==> src/rtl/conv_transposed_2d_zero_insert_streamer_pkg.sv <==
// Shared types, data width and geometry helpers for the transposed-conv zero-insert streamer.
package conv_t_pkg;

    localparam int unsigned DATA_W = 32;

    typedef enum logic [1:0] {
        IDLE   = 2'd0,
        STREAM = 2'd1,
        DRAIN  = 2'd2
    } state_t;

    // Border width of zeros around the dilated plane
    function automatic int unsigned calc_b(input int unsigned k, input int unsigned pad);
        return k - 1 - pad;
    endfunction

    function automatic int unsigned calc_exp(input int unsigned n_in, input int unsigned k,
                                             input int unsigned stride, input int unsigned pad,
                                             input int unsigned out_pad);
        return (n_in - 1) * stride + 1 + 2 * calc_b(k, pad) + out_pad;
    endfunction

    function automatic int unsigned calc_h_exp(input int unsigned h_in, input int unsigned k,
                                               input int unsigned stride, input int unsigned pad,
                                               input int unsigned out_pad);
        return calc_exp(h_in, k, stride, pad, out_pad);
    endfunction

    function automatic int unsigned calc_w_exp(input int unsigned w_in, input int unsigned k,
                                               input int unsigned stride, input int unsigned pad,
                                               input int unsigned out_pad);
        return calc_exp(w_in, k, stride, pad, out_pad);
    endfunction

    // clog2(max(h_exp, w_exp)), never below 1 bit
    function automatic int unsigned cnt_w(input int unsigned h_exp, input int unsigned w_exp);
        int unsigned m;
        int unsigned w;
        m = (h_exp > w_exp) ? h_exp : w_exp;
        w = 1;
        for (int unsigned i = 1; i < 31; i++) begin
            if ((32'd1 << i) < m) w = i + 1;
        end
        return w;
    endfunction

endpackage

==> src/rtl/conv_transposed_2d_zero_insert_streamer_if.sv <==
// Input/output stream bundle; zero_tag_out exists only when CONV_T_ZERO_TAG_EN is defined.
interface conv_transposed_2d_zero_insert_streamer_if
    import conv_t_pkg::*;
#(
    parameter int unsigned DW = DATA_W
);
    logic          valid_in;
    logic          ready_in;
    logic [DW-1:0] input_data;
    logic          valid_out;
    logic          ready_out;
    logic [DW-1:0] output_data;
    logic          sof_out;
    logic          eol_out;
    logic          eof_out;
`ifdef CONV_T_ZERO_TAG_EN
    logic          zero_tag_out;
`endif

    modport slave (
        input  valid_in, input_data, ready_out,
        output ready_in, valid_out, output_data, sof_out, eol_out, eof_out
`ifdef CONV_T_ZERO_TAG_EN
        , output zero_tag_out
`endif
    );

    modport master (
        output valid_in, input_data, ready_out,
        input  ready_in, valid_out, output_data, sof_out, eol_out, eof_out
`ifdef CONV_T_ZERO_TAG_EN
        , input zero_tag_out
`endif
    );

endinterface

==> src/rtl/conv_transposed_2d_zero_insert_streamer_pos_counter.sv <==
// One-dimension position counter over the expanded axis; tracks stride phase and sample index.
module conv_t_pos_counter #(
    parameter int unsigned N_IN   = 4,
    parameter int unsigned STRIDE = 2,
    parameter int unsigned B      = 2,
    parameter int unsigned N_EXP  = 11,
    parameter int unsigned W      = 4
) (
    input  logic         clk,
    input  logic         rst_n,
    input  logic         inc,
    output logic [W-1:0] idx,
    output logic         is_real,
    output logic         is_last
);

    logic [W-1:0] phase_q;
    logic [W-1:0] smp_q;
    logic         in_body_c;

    generate
        if (B == 0) begin : g_no_border
            assign in_body_c = 1'b1;
        end else begin : g_border
            assign in_body_c = (idx >= W'(B));
        end
    endgenerate

    assign is_last = (idx == W'(N_EXP - 1));
    assign is_real = in_body_c && (phase_q == '0) && (smp_q < W'(N_IN));

    // smp_q holds (idx-B)/STRIDE without a divider: bumped each time the phase wraps
    always_ff @(posedge clk) begin
        if (rst_n) begin
            idx     <= '0;
            phase_q <= '0;
            smp_q   <= '0;
        end else if (inc) begin
            if (is_last) begin
                idx     <= '0;
                phase_q <= '0;
                smp_q   <= '0;
            end else begin
                idx <= idx + W'(1);
                if (in_body_c) begin
                    if (phase_q == W'(STRIDE - 1)) begin
                        phase_q <= '0;
                        smp_q   <= smp_q + W'(1);
                    end else begin
                        phase_q <= phase_q + W'(1);
                    end
                end
            end
        end
    end

endmodule

==> src/rtl/conv_transposed_2d_zero_insert_streamer.sv <==
// Expands a raster input plane into its zero-inserted, padded equivalent for a stride-1 KxK conv.
// Optional zero_tag_out under CONV_T_ZERO_TAG_EN.
module conv_transposed_2d_zero_insert_streamer
    import conv_t_pkg::*;
#(
    parameter int unsigned H_IN    = 4,
    parameter int unsigned W_IN    = 6,
    parameter int unsigned K       = 3,
    parameter int unsigned STRIDE  = 2,
    parameter int unsigned PAD     = 0,
    parameter int unsigned OUT_PAD = 0
) (
    input logic clk,
    input logic rst_n,
    conv_transposed_2d_zero_insert_streamer_if.slave stream
);

    localparam int unsigned BORDER = calc_b(K, PAD);
    localparam int unsigned H_EXP  = calc_h_exp(H_IN, K, STRIDE, PAD, OUT_PAD);
    localparam int unsigned W_EXP  = calc_w_exp(W_IN, K, STRIDE, PAD, OUT_PAD);
    localparam int unsigned CW     = cnt_w(H_EXP, W_EXP);

    state_t state_q, state_d;

    logic [CW-1:0] row_idx, col_idx;
    logic          row_real, col_real, row_last, col_last;
    logic          pos_real_c, pos_last_c, load_ok_c;
    logic          advance_c, take_c, ready_in_c;

    logic              valid_q, sof_q, eol_q, eof_q;
    logic [DATA_W-1:0] data_q;

    conv_t_pos_counter #(
        .N_IN(H_IN), .STRIDE(STRIDE), .B(BORDER), .N_EXP(H_EXP), .W(CW)
    ) u_row (
        .clk(clk), .rst_n(rst_n), .inc(advance_c && col_last),
        .idx(row_idx), .is_real(row_real), .is_last(row_last)
    );

    conv_t_pos_counter #(
        .N_IN(W_IN), .STRIDE(STRIDE), .B(BORDER), .N_EXP(W_EXP), .W(CW)
    ) u_col (
        .clk(clk), .rst_n(rst_n), .inc(advance_c),
        .idx(col_idx), .is_real(col_real), .is_last(col_last)
    );

    assign pos_real_c = row_real && col_real;
    assign pos_last_c = row_last && col_last;
    assign load_ok_c  = !valid_q || stream.ready_out;

    always_ff @(posedge clk) begin
        if (rst_n) state_q <= IDLE;
        else       state_q <= state_d;
    end

    // Next state plus per-cycle advance/consume decisions
    always_comb begin
        state_d    = state_q;
        advance_c  = 1'b0;
        take_c     = 1'b0;
        ready_in_c = 1'b0;
        case (state_q)
            IDLE: begin
                if (stream.valid_in) state_d = STREAM;
            end
            STREAM: begin
                if (load_ok_c) begin
                    if (!pos_real_c) begin
                        advance_c = 1'b1;
                    end else begin
                        ready_in_c = 1'b1;
                        if (stream.valid_in) begin
                            advance_c = 1'b1;
                            take_c    = 1'b1;
                        end
                    end
                    if (advance_c && pos_last_c) state_d = DRAIN;
                end
            end
            DRAIN: begin
                if (load_ok_c) state_d = IDLE;
            end
            default: state_d = IDLE;
        endcase
    end

    // Single output register stage; holds while stalled, empties on a bubble
    always_ff @(posedge clk) begin
        if (rst_n) begin
            valid_q <= 1'b0;
            data_q  <= '0;
            sof_q   <= 1'b0;
            eol_q   <= 1'b0;
            eof_q   <= 1'b0;
        end else if (load_ok_c) begin
            valid_q <= advance_c;
            if (advance_c) begin
                data_q <= take_c ? stream.input_data : '0;
                sof_q  <= (row_idx == '0) && (col_idx == '0);
                eol_q  <= col_last;
                eof_q  <= pos_last_c;
            end
        end
    end

`ifdef CONV_T_ZERO_TAG_EN
    logic zero_tag_q;

    always_ff @(posedge clk) begin
        if (rst_n)                        zero_tag_q <= 1'b0;
        else if (load_ok_c && advance_c)  zero_tag_q <= !take_c;
    end

    assign stream.zero_tag_out = zero_tag_q;
`endif

    assign stream.ready_in    = ready_in_c;
    assign stream.valid_out   = valid_q;
    assign stream.output_data = data_q;
    assign stream.sof_out     = sof_q;
    assign stream.eol_out     = eol_q;
    assign stream.eof_out     = eof_q;

endmodule

==> src/flat_wrapper.sv <==
// flat-port wrapper written by rule: the top's interface ports become plain ports
module conv_transposed_2d_zero_insert_streamer_flat import conv_t_pkg::*;
#(
    parameter int unsigned H_IN    = 4,
    parameter int unsigned W_IN    = 6,
    parameter int unsigned K       = 3,
    parameter int unsigned STRIDE  = 2,
    parameter int unsigned PAD     = 0,
    parameter int unsigned OUT_PAD = 0
)
  (clk, rst_n, stream_valid_in, stream_input_data, stream_ready_out, stream_ready_in, stream_valid_out, stream_output_data, stream_sof_out, stream_eol_out, stream_eof_out);
  conv_transposed_2d_zero_insert_streamer_if stream_i ();
  input logic clk;
  input logic rst_n;
  input wire logic [$bits(stream_i.valid_in)-1:0] stream_valid_in;
  input wire logic [$bits(stream_i.input_data)-1:0] stream_input_data;
  input wire logic [$bits(stream_i.ready_out)-1:0] stream_ready_out;
  output wire logic [$bits(stream_i.ready_in)-1:0] stream_ready_in;
  output wire logic [$bits(stream_i.valid_out)-1:0] stream_valid_out;
  output wire logic [$bits(stream_i.output_data)-1:0] stream_output_data;
  output wire logic [$bits(stream_i.sof_out)-1:0] stream_sof_out;
  output wire logic [$bits(stream_i.eol_out)-1:0] stream_eol_out;
  output wire logic [$bits(stream_i.eof_out)-1:0] stream_eof_out;
  assign stream_i.valid_in = stream_valid_in;
  assign stream_i.input_data = stream_input_data;
  assign stream_i.ready_out = stream_ready_out;
  assign stream_ready_in = stream_i.ready_in;
  assign stream_valid_out = stream_i.valid_out;
  assign stream_output_data = stream_i.output_data;
  assign stream_sof_out = stream_i.sof_out;
  assign stream_eol_out = stream_i.eol_out;
  assign stream_eof_out = stream_i.eof_out;
  conv_transposed_2d_zero_insert_streamer #(.H_IN(H_IN), .W_IN(W_IN), .K(K), .STRIDE(STRIDE), .PAD(PAD), .OUT_PAD(OUT_PAD)) u_core (.clk(clk), .rst_n(rst_n), .stream(stream_i));
endmodule
==> config.mk <==
export PLATFORM = sky130hd
export DESIGN_NAME = conv_transposed_2d_zero_insert_streamer_flat
export DESIGN_NICKNAME = d
export VERILOG_FILES = /design/src/rtl/conv_transposed_2d_zero_insert_streamer_pkg.sv /design/src/rtl/conv_transposed_2d_zero_insert_streamer_if.sv /design/src/rtl/conv_transposed_2d_zero_insert_streamer_pos_counter.sv /design/src/rtl/conv_transposed_2d_zero_insert_streamer.sv /design/src/flat_wrapper.sv
export SDC_FILE = /design/constraint.sdc
export NUM_CORES = 1
export LEC_CHECK = 0
export BUFFER_PORTS_ARGS = -buffer_cell sky130_fd_sc_hd__buf_2
export CORE_ASPECT_RATIO = 1.25
export CORE_MARGIN = 10
export CORE_UTILIZATION = 46
export DETAILED_ROUTE_END_ITERATION = 7
export PLACE_DENSITY = 0.72
export SLEW_MARGIN = 25
export SYNTH_ARGS = -nofsm -noshare
export SYNTH_HDL_FRONTEND = slang
export SYNTH_SLANG_ARGS = --single-unit
==> constraint.sdc <==
create_clock -name clk -period 5.2 [get_ports clk]
set_clock_uncertainty 0.05 [all_clocks]
set_input_delay 0.78 -clock clk [delete_from_list [all_inputs] [get_ports clk]]
set_output_delay 0.78 -clock clk [all_outputs]
set_load 0.005 [all_outputs]
==> impl_metrics.env, run 1 <==
export IMPL_crit_path_end_kind="register"
export IMPL_crit_chain="a211oi_2, nand3b_1, o31ai_4, buf_4, o21ai_0, a21oi_1"
export IMPL_ant_nets=0
export IMPL_gr_total_overflow=0
export IMPL_period_needed_ns=2.73
export IMPL_power_mw=0.894
export IMPL_start_kind="register"
export IMPL_ys_types=49
export IMPL_ctsResizeCount=0
export IMPL_multi_input_comb_area_um2=1370
export IMPL_nFillCells=543
export IMPL_crit_required_ns=5.42
export IMPL_initial_utilization_pct=47.8
export IMPL_io_buffers=72
export IMPL_maxSlewHeadroom_pct=39.3
export IMPL_clk_latency_ns=0.34
export IMPL_clk_pin_slew_ns=0.07
export IMPL_whs_path_depth=2
export IMPL_ys_seq_area_share_pct=44.6
export IMPL_setup_viol=0
export IMPL_root_buffer="clkbuf_8"
export IMPL_layout_common_cells="71 x buf_2, 62 x dfxtp_1, 49 x nor2_1"
export IMPL_die_y_um=107
export IMPL_ff2ff_path_depth=6
export IMPL_drt_initial_drc_count=219
export IMPL_slew_violations=0
export IMPL_syn_nets=338
export IMPL_powerDensity_nw_per_um2=273
export IMPL_routedWlPerCell_um=16.0
export IMPL_dp_slack_ns=2.41
export IMPL_num_rows=31
export IMPL_ys_ff_latch=62
export IMPL_placeableCoreArea_um2=5820
export IMPL_remaining_drc_errors=0
export IMPL_yosys_warnings=0
export IMPL_max_vdd_ir_drop_mv=0.171
export IMPL_syn_avg_cell_area_um2=9.27
export IMPL_worstPathMaxFanout=28
export IMPL_grt_first_pass_wirelength_um=11400
export IMPL_wirelength_um=7000
export IMPL_path_class="register to register"
export IMPL_post_cts_buffers=0
export IMPL_die_w_um=89.6
export IMPL_cts_buffer_depth=2
export IMPL_worst_r2r_setup_slack_ns=2.47
export IMPL_dp_hpwl_um=4960
export IMPL_viasPerCell=5.73
export IMPL_finalWorstSetupSlack_ns=2.47
export IMPL_hp_class="register to register"
export IMPL_insertedDiodeCount=0
export IMPL_maxCapViolCount=0
export IMPL_track_usage_pct=14.9
export IMPL_grt_pass1_vias=2445
export IMPL_drive_gt1_share_pct=29.8
export IMPL_grt_max_degree=60
export IMPL_areaGrowthSynthToFinish_pct=17.9
export IMPL_htreeDepth=3
export IMPL_yosysTopAreaCellShare_pct=44.6
export IMPL_finalHoldViolCount=0
export IMPL_final_cells=438
export IMPL_leakage_nw=1.25
export IMPL_antenna_found_initial=0
export IMPL_crit_path_top_delay_cell="o31ai_4"
export IMPL_fin_nets=405
export IMPL_gp_congestion=0.857
export IMPL_rsz0062_at_grt="no"
export IMPL_layout_commonest_cell="buf_2"
export IMPL_vias=2511
export IMPL_min_period_over_period_pct=52.5
export IMPL_synthCells=300
export IMPL_synthesis_area_um2=2780
export IMPL_synth_area_leaders="dfxtp_1 45%, nor2_1 6.6%, a22oi_1 5.9%, a22oi_2 4.5%, a21oi_1 3.2%"
export IMPL_yosys_area_top_type="dfxtp_1"
export IMPL_cts_sinks=62
export IMPL_fmax_ghz=0.366
export IMPL_dp_cells=422
export IMPL_fin_tns_setup_ns=0
export IMPL_ios=73
export IMPL_max_stage_delay_ns=0.82
export IMPL_tritoncts="built"
export IMPL_status="completed"
export IMPL_worstMarginPinSlew_ns=0.910
export IMPL_dr_pass1_iters=5
export IMPL_die_area_um2=9580
export IMPL_cts_buffers_inserted=9
export IMPL_critPathArrivalTime_ns=2.95
export IMPL_ff_latch_area_um2=1240
export IMPL_hold_buffers=0
[synthesized netlist by cell type, drive strengths merged]
library cell	number
and4bb	1
a21oi	18
a211oi	3
nand2	15
ha	2
or3	4
a31oi	4
o41ai	4
xnor2	2
a311oi	2
or4	3
o32ai	3
nor2	50
o2111ai	1
nor4	4
o31ai	3
nand3b	1
nand3	10
and2	2
a22oi	32
o21ai	10
nor3	9
o21a	1
buf	11
dfxtp	62
a31o	1
o311ai	4
nor3b	2
clkbuf	7
nand4	7
nor2b	4
nand2b	2
nor4b	1
a221oi	1
xor2	1
nand4bb	1
and4b	1
inv	10
o31a	1
[sequential cells by signal, indices dropped and copies added, names as in the netlist]
signal / flops
u_core.stream.output_data: 32
u_core.stream.eof_out: 1
u_core.stream.sof_out: 1
u_core.u_row.smp_q: 4
u_core.stream.valid_out: 1
u_core.u_col.idx: 4
u_core.u_row.idx: 4
u_core.state_q: 2
u_core.stream.eol_out: 1
u_core.u_col.phase_q: 4
u_core.u_col.smp_q: 4
u_core.u_row.phase_q: 4
[worst max-delay path: cells and delay by family (launching register included)]
family | cells | cell delay, ns
and+or+nand+nor | 1 | 0.22
buffers and inverters | 1 | 0.47
AOI/OAI and AO/OA | 4 | 1.57
DFF | 1 | 0.34
[area by class of cell]
type | count | share of cell area [%]
Clock buffer | 10 | 3.89
Clock inverter | 6 | 1.18
Inverter | 10 | 1.15
Multi-Input combinational cell | 210 | 41.9
Sequential cell | 62 | 37.9
Tap cell | 66 | 2.52
Timing Repair Buffer | 74 | 11.5
[logic make-up (layout without fill, tap and decap cells)]
family | after synthesis | count (layout) | share of synthesized area, %
xor+xnor | 3 | 3 | 0.945
compound gates | 88 | 88 | 24.3
fa+ha+maj | 2 | 2 | 0.900
buf+inv | 28 | 100 | 6.03
flops | 62 | 62 | 44.6
simple gates | 117 | 117 | 23.2
[power by group]
group          switching (mW)  internal [mW]
sequential            0.00343          0.478
clock                   0.190          0.171
combinational          0.0345         0.0174
[path summary, 6_finish.rpt]
kind,startpoint,endpoint
hold / removal,u_core.stream.sof_out,u_core.stream.sof_out
setup reg to reg,u_core.u_col.smp_q[2],u_core.u_col.idx[0]
hold reg to reg,u_core.stream.sof_out,u_core.stream.sof_out
setup / recovery,u_core.u_col.smp_q[2],u_core.u_col.idx[0]
[per-layer routing]
layer | GRT usage (%) | wire length [µm]
met5 | 0 | 0
met4 | 6.95 | 88
met3 | 7.42 | 703
met2 | 21.2 | 3210
met1 | 18.2 | 2990
[stage by stage]
step / utilization (%) / hold WS (ns) / instance area [µm²]
2_1_floorplan: - / 0.398 / 2780
3_3_place_gp: 53.4 / 0.389 / 3110
3_5_place_dp: 53.4 / 0.395 / 3110
4_1_cts: 56.3 / 0.404 / 3280
5_1_grt: 56.3 / 0.424 / 3280
6_report: 56.3 / 0.401 / 3280
Power figures use the tool's default switching activity.
==> run 2: changes to the inputs <==
Settings changed: ABC_AREA from default to 1.
Clock period 5.2 ns to 2.6 ns, I/O delays scaled along.
==> impl_metrics.env, run 2 <==
export IMPL_syn_avg_cell_area_um2=7.49
export IMPL_viasPerCell=5.00
export IMPL_remaining_drc_errors=0
export IMPL_r2r_end="u_core.u_row.phase_q[0]"
export IMPL_syn_nets=425
export IMPL_ff_latch_area_um2=1240
export IMPL_vias=2708
export IMPL_setup_viol=0
export IMPL_p_comb_share_pct=5.8
export IMPL_p_sw_mw=0.445
export IMPL_ff2ff_path_depth=6
export IMPL_slew_violations=0
export IMPL_leakage_nw=1.45
export IMPL_routedWlPerCell_um=13.0
export IMPL_clk_latency_ns=0.34
export IMPL_worstPathMaxFanout=16
export IMPL_startpoint="u_core.state_q[0]"
export IMPL_die_area_um2=9900
export IMPL_initial_utilization_pct=47.0
export IMPL_synthCells=387
export IMPL_wirelength_um=7070
export IMPL_powerDensity_nw_per_um2=563
export IMPL_gr_total_overflow=0
export IMPL_die_w_um=91.0
export IMPL_crit_required_ns=2.16
export IMPL_areaGrowthSynthToFinish_pct=19.6
export IMPL_track_usage_pct=14.6
export IMPL_multi_input_comb_area_um2=1420
export IMPL_ys_types=30
export IMPL_drive_gt1_share_pct=25.4
export IMPL_worst_r2r_setup_slack_ns=0.77
export IMPL_synthFlopType="dfxtp_1"
export IMPL_muxShareOfSynthArea_pct=0
export IMPL_maxCapViolCount=0
export IMPL_fin_tns_setup_ns=0
export IMPL_internal_power_mw=1.51
export IMPL_insertedDiodeCount=0
export IMPL_synth_most_common_cell="nand2_1"
export IMPL_dr_pass1_iters=4
export IMPL_status="completed"
export IMPL_ios=73
export IMPL_critPathArrivalTime_ns=1.59
export IMPL_path_class="register to output port"
export IMPL_clk_pin_slew_ns=0.07
export IMPL_synth_xor_area_share_pct=2.72
export IMPL_root_buffer="clkbuf_8"
export IMPL_num_rows=32
export IMPL_ant_nets=0
export IMPL_period_needed_ns=2.03
export IMPL_fmax_ghz=0.492
export IMPL_yosys_area_top_type="dfxtp_1"
export IMPL_synthAdderAreaFrac_pct=0.863
export IMPL_synth_area_leaders="dfxtp_1 43%, nand2_1 12%, a21oi_1 10%, nand3_1 7.6%, nor2_1 4.3%"
export IMPL_maxSlewHeadroom_pct=64.6
export IMPL_whs_path_depth=3
export IMPL_post_cts_buffers=0
export IMPL_synth_common_cells="89 x nand2_1, 62 x dfxtp_1, 60 x a21oi_1"
export IMPL_r2r_start="u_core.u_col.idx[0]"
export IMPL_crit_path_end_kind="output port"
export IMPL_yosys_warnings=0
export IMPL_cts_buffer_depth=2
export IMPL_grt_first_pass_wirelength_um=12100
export IMPL_crit_path_end="stream_ready_in"
export IMPL_fin_nets=491
export IMPL_ctsResizeCount=0
export IMPL_ys_seq_area_share_pct=42.8
export IMPL_cts_buffers_inserted=9
export IMPL_antenna_found_initial=0
export IMPL_gp_congestion=0.804
export IMPL_grt_pass1_vias=2754
export IMPL_die_y_um=109
export IMPL_drt_initial_drc_count=78
export IMPL_nFillCells=610
export IMPL_max_vdd_ir_drop_mv=0.340
export IMPL_worstMarginPinSlew_ns=0.531
export IMPL_synth_top_family_by_area="simple AND/OR/NAND/NOR gates"
export IMPL_synthSimpleGateAreaFrac_pct=33.4
export IMPL_synth_compound_area_share_pct=11.8
export IMPL_netSwitchingFraction_pct=22.8
export IMPL_placeableCoreArea_um2=6170
export IMPL_utilization_pct=56.3
export IMPL_layout_common_cells="89 x nand2_1, 72 x buf_2, 62 x dfxtp_1"
export IMPL_power_frac_clock_pct=44.9
export IMPL_dp_hpwl_um=5110
export IMPL_hold_buffers=0
export IMPL_seqPwrFrac_pct=49.3
export IMPL_grt_max_degree=44
export IMPL_finalHoldViolCount=0
export IMPL_cts_sinks=62
export IMPL_rsz0062_at_grt="no"
export IMPL_ys_ff_latch=62
export IMPL_start_kind="register"
export IMPL_yosysTopAreaCellShare_pct=42.8
export IMPL_htreeDepth=3
export IMPL_io_buffers=72
export IMPL_largest_reg_flops=32
export IMPL_tritoncts="built"
export IMPL_synth_async_reset_ratio_pct=0
export IMPL_synth_edff_count=0
export IMPL_min_period_over_period_pct=78.2
export IMPL_hp_class="primary input to register"
export IMPL_synthesis_area_um2=2900
export IMPL_layout_commonest_cell="nand2_1"
## run 2: changes by cell type after synthesis, moves of 5 or more
cell | previous run | this run
nor3_1 | 7 | 1
xor2_1 | 1 | 7
nand2_1 | 15 | 89
nand3_1 | 9 | 44
a22oi_1 | 22 | 0
nor2_4 | 0 | 5
a21oi_1 | 18 | 60
o21ai_0 | 10 | 5
a22oi_2 | 10 | 0
inv_1 | 10 | 23
nor2_1 | 49 | 33
## run 2: cell type report
cell class / count / share of cell area, %
inverter: 28 / 3.10
clock buffer: 12 / 4.76
clock inverter: 3 / 1.23
multi-input combinational: 276 / 40.8
tap: 85 / 3.07
sequential: 62 / 35.8
timing repair buffer: 76 / 11.3
## run 2: kinds of logic after synthesis
group / count (synthesis)
buf+inv: 49
fa+ha+maj: 2
simple gates: 198
compound gates: 67
flops: 62
xor+xnor: 9
## run 2: worst min path at each step
stage                                      start  slack (ns)                       endpoint
floorplan                u_core.u_col.phase_q[1]        0.40        u_core.u_col.phase_q[1]
global placement    u_core.stream.output_data[6]        0.40   u_core.stream.output_data[6]
detailed placement  u_core.stream.output_data[3]        0.40   u_core.stream.output_data[3]
CTS                        stream_input_data[18]        0.25  u_core.stream.output_data[18]
global route               stream_input_data[16]        0.26  u_core.stream.output_data[16]
finish                     stream_input_data[14]        0.26  u_core.stream.output_data[14]
## run 2: routing by layer
metal / up-vias / global-route usage, % / wire length (µm)
met5: - / 0 / 0
met4: 0 / 7.17 / 127
met3: 14 / 5.98 / 537
met2: 68 / 24.6 / 3400
met1: 1230 / 15.6 / 3010
li1: 1396 / - / -
## run 2: power by group through the flow
stage	Clock, mW	Sequential, mW	Combinational, mW
finish	0.876	0.962	0.113
global route	0.937	0.962	0.126
CTS	0.899	0.961	0.114
detailed placement	0	0.983	0.114
global placement	0	0.982	0.113
floorplan	0	0.982	0.0780
## run 2: worst max-delay path, cell delays in order (launching register included)
cell	delay, ns
dfxtp_1	0.34
inv_1	0.06
nor2_1	0.11
inv_1	0.08
nor2_4	0.16
inv_2	0.10
nor2_8	0.24
buf_2	0.16
## run 2: per-stage QoR
| stage | cells | power (mW) | area (µm²) | setup slack (ns) | hold WS (ns) |
|---|---|---|---|---|---|
| after floorplan | 387 | 1.06 | 2900 | 1.10 | 0.402 |
| after global placement | 527 | 1.10 | 3260 | 0.852 | 0.395 |
| after detailed placement | 527 | 1.10 | 3260 | 0.797 | 0.402 |
| after CTS | 542 | 1.97 | 3470 | 0.535 | 0.250 |
| after global routing | 542 | 2.03 | 3470 | 0.425 | 0.264 |
| final | 542 | 1.95 | 3470 | 0.566 | 0.264 |
==> run 3: changes to the inputs <==
Settings changed: ABC_AREA 1 to 0, PLACE_DENSITY 0.72 to 0.75.
Clock period 2.6 ns to 1.85 ns, I/O delays scaled along.
==> impl_metrics.env, run 3 (synthesis gave the netlist of run 1 again) <==
export IMPL_hold_buffers=0
export IMPL_min_period_over_period_pct=101
export IMPL_antenna_found_initial=0
export IMPL_clk_latency_ns=0.35
export IMPL_die_area_um2=9580
export IMPL_finalWorstSetupSlack_ns=-0.0255
export IMPL_worstMarginPinSlew_ns=0.392
export IMPL_vias=2838
export IMPL_slew_violations=0
export IMPL_drive_gt1_share_pct=42.8
export IMPL_fmax_ghz=0.533
export IMPL_dr_pass1_iters=5
export IMPL_critPathArrivalTime_ns=2.10
export IMPL_cts_buffers_inserted=9
export IMPL_drt_initial_drc_count=271
export IMPL_io_buffers=72
export IMPL_num_rows=31
export IMPL_hold_ws_ns=0.103
export IMPL_cts_buffer_depth=2
export IMPL_worstPathMaxFanout=21
export IMPL_grt_pass1_vias=2743
export IMPL_placeableCoreArea_um2=5820
export IMPL_setup_viol=5
export IMPL_root_buffer="clkbuf_8"
export IMPL_maxSlewHeadroom_pct=73.5
export IMPL_largest_reg_flops=32
export IMPL_cts_sinks=62
export IMPL_grt_max_degree=36
export IMPL_crit_chain="a211oi_2, nand3b_1, buf_4, o31ai_4, buf_12, buf_12, a22oi_1, nor2_1"
export IMPL_powerDensity_nw_per_um2=734
export IMPL_finalHoldViolCount=0
export IMPL_insertedDiodeCount=0
export IMPL_remaining_drc_errors=0
export IMPL_layout_commonest_cell="buf_2"
export IMPL_layout_common_cells="72 x buf_2, 55 x dfxtp_1, 49 x nor2_1"
export IMPL_power_mw=2.81
export IMPL_rsz0062_at_grt="yes"
export IMPL_gr_total_overflow=0
export IMPL_max_stage_delay_ns=0.33
export IMPL_critPathTopFamily="compound AO/OA/AOI/OAI gates"
export IMPL_leakage_nw=1.57
export IMPL_routedWlPerCell_um=17.2
export IMPL_max_vdd_ir_drop_mv=0.475
export IMPL_violations="setup timing"
export IMPL_hp_class="primary input to register"
export IMPL_ant_nets=0
export IMPL_start_kind="register"
export IMPL_crit_path_end_kind="register"
export IMPL_ios=73
export IMPL_wirelength_um=8340
export IMPL_clk_pin_slew_ns=0.09
export IMPL_crit_top_cell="buf_12"
export IMPL_cp_num_buf_inv=3
export IMPL_grt_first_pass_wirelength_um=12700
export IMPL_tritoncts="built"
export IMPL_initial_utilization_pct=47.8
export IMPL_crit_required_ns=2.08
export IMPL_dp_hpwl_um=5570
export IMPL_fin_nets=451
export IMPL_die_w_um=89.6
export IMPL_areaGrowthSynthToFinish_pct=37.9
export IMPL_status="finished with violations"
export IMPL_maxCapViolCount=0
export IMPL_viasPerCell=5.86
export IMPL_die_y_um=107
export IMPL_track_usage_pct=16.5
export IMPL_crit_path_top_delay_cell="dfxtp_2"
export IMPL_period_needed_ns=1.88
export IMPL_gp_congestion=0.851
export IMPL_htreeDepth=3
export IMPL_path_class="register to register"
## run 3: final timing paths
kind,from,to,slack [ns],cells after the start
min reg2reg,u_core.stream.eol_out,u_core.stream.eol_out,0.40,2
max,u_core.u_col.smp_q[1],u_core.stream.output_data[4],-0.03,8
max reg2reg,u_core.u_col.smp_q[1],u_core.stream.output_data[4],-0.03,8
min,stream_input_data[16],u_core.stream.output_data[16],0.10,3
## run 3: what timing repair did
item	4_1_cts	5_1_grt
endpoints found under the setup margin	43	53
gates resized for setup	12	21
pin swaps	4	5
cloned	0	3
setup buffers	3	6
## run 3: area by class of cell
type	instances	area [µm²]
clock inverters	7	81.3
flip-flops and latches	62	1250
well taps	66	82.6
repair buffers	120	817
clock buffers	9	124
inverters	10	37.5
multi-input cells	210	1440
fillers	468	1980
## run 3: routing by layer
| metal | up-vias | part of all wire, % | GRT usage (%) |
|---|---|---|---|
| li1 | 1345 | - | - |
| met1 | 1357 | 41 | 19.1 |
| met2 | 121 | 47 | 25.3 |
| met3 | 15 | 9.7 | 8.03 |
| met4 | 0 | 2.1 | 6.72 |
| met5 | - | 0 | 0 |
## run 3: power by group
| group | switching (mW) | internal (mW) |
|---|---|---|
| clock network | 0.606 | 0.643 |
| logic | 0.124 | 0.0940 |
| registers | 0.00621 | 1.34 |
| total | 0.736 | 2.08 |
## run 3: worst register-to-register path, cell delays in order (launching register included)
cell and delay [ns]:
dfxtp_2 0.33, a211oi_2 0.27, nand3b_1 0.14, buf_4 0.16, o31ai_4 0.30, buf_12 0.19
buf_12 0.17, a22oi_1 0.11, nor2_1 0.10
## run 3: through the flow
stage	worst slack, ns	std cells	cell area [µm²]	TNS, ns	utilization, %
after floorplan	0.144	300	2780	0	-
final	-0.0255	484	3830	-0.0480	65.9
after detailed placement	-0.0977	456	3400	-0.853	58.5
after CTS	-0.0396	475	3660	-0.0396	62.9
after global placement	-0.0561	456	3400	-0.228	58.5
after global routing	-0.121	484	3830	-1.88	65.9
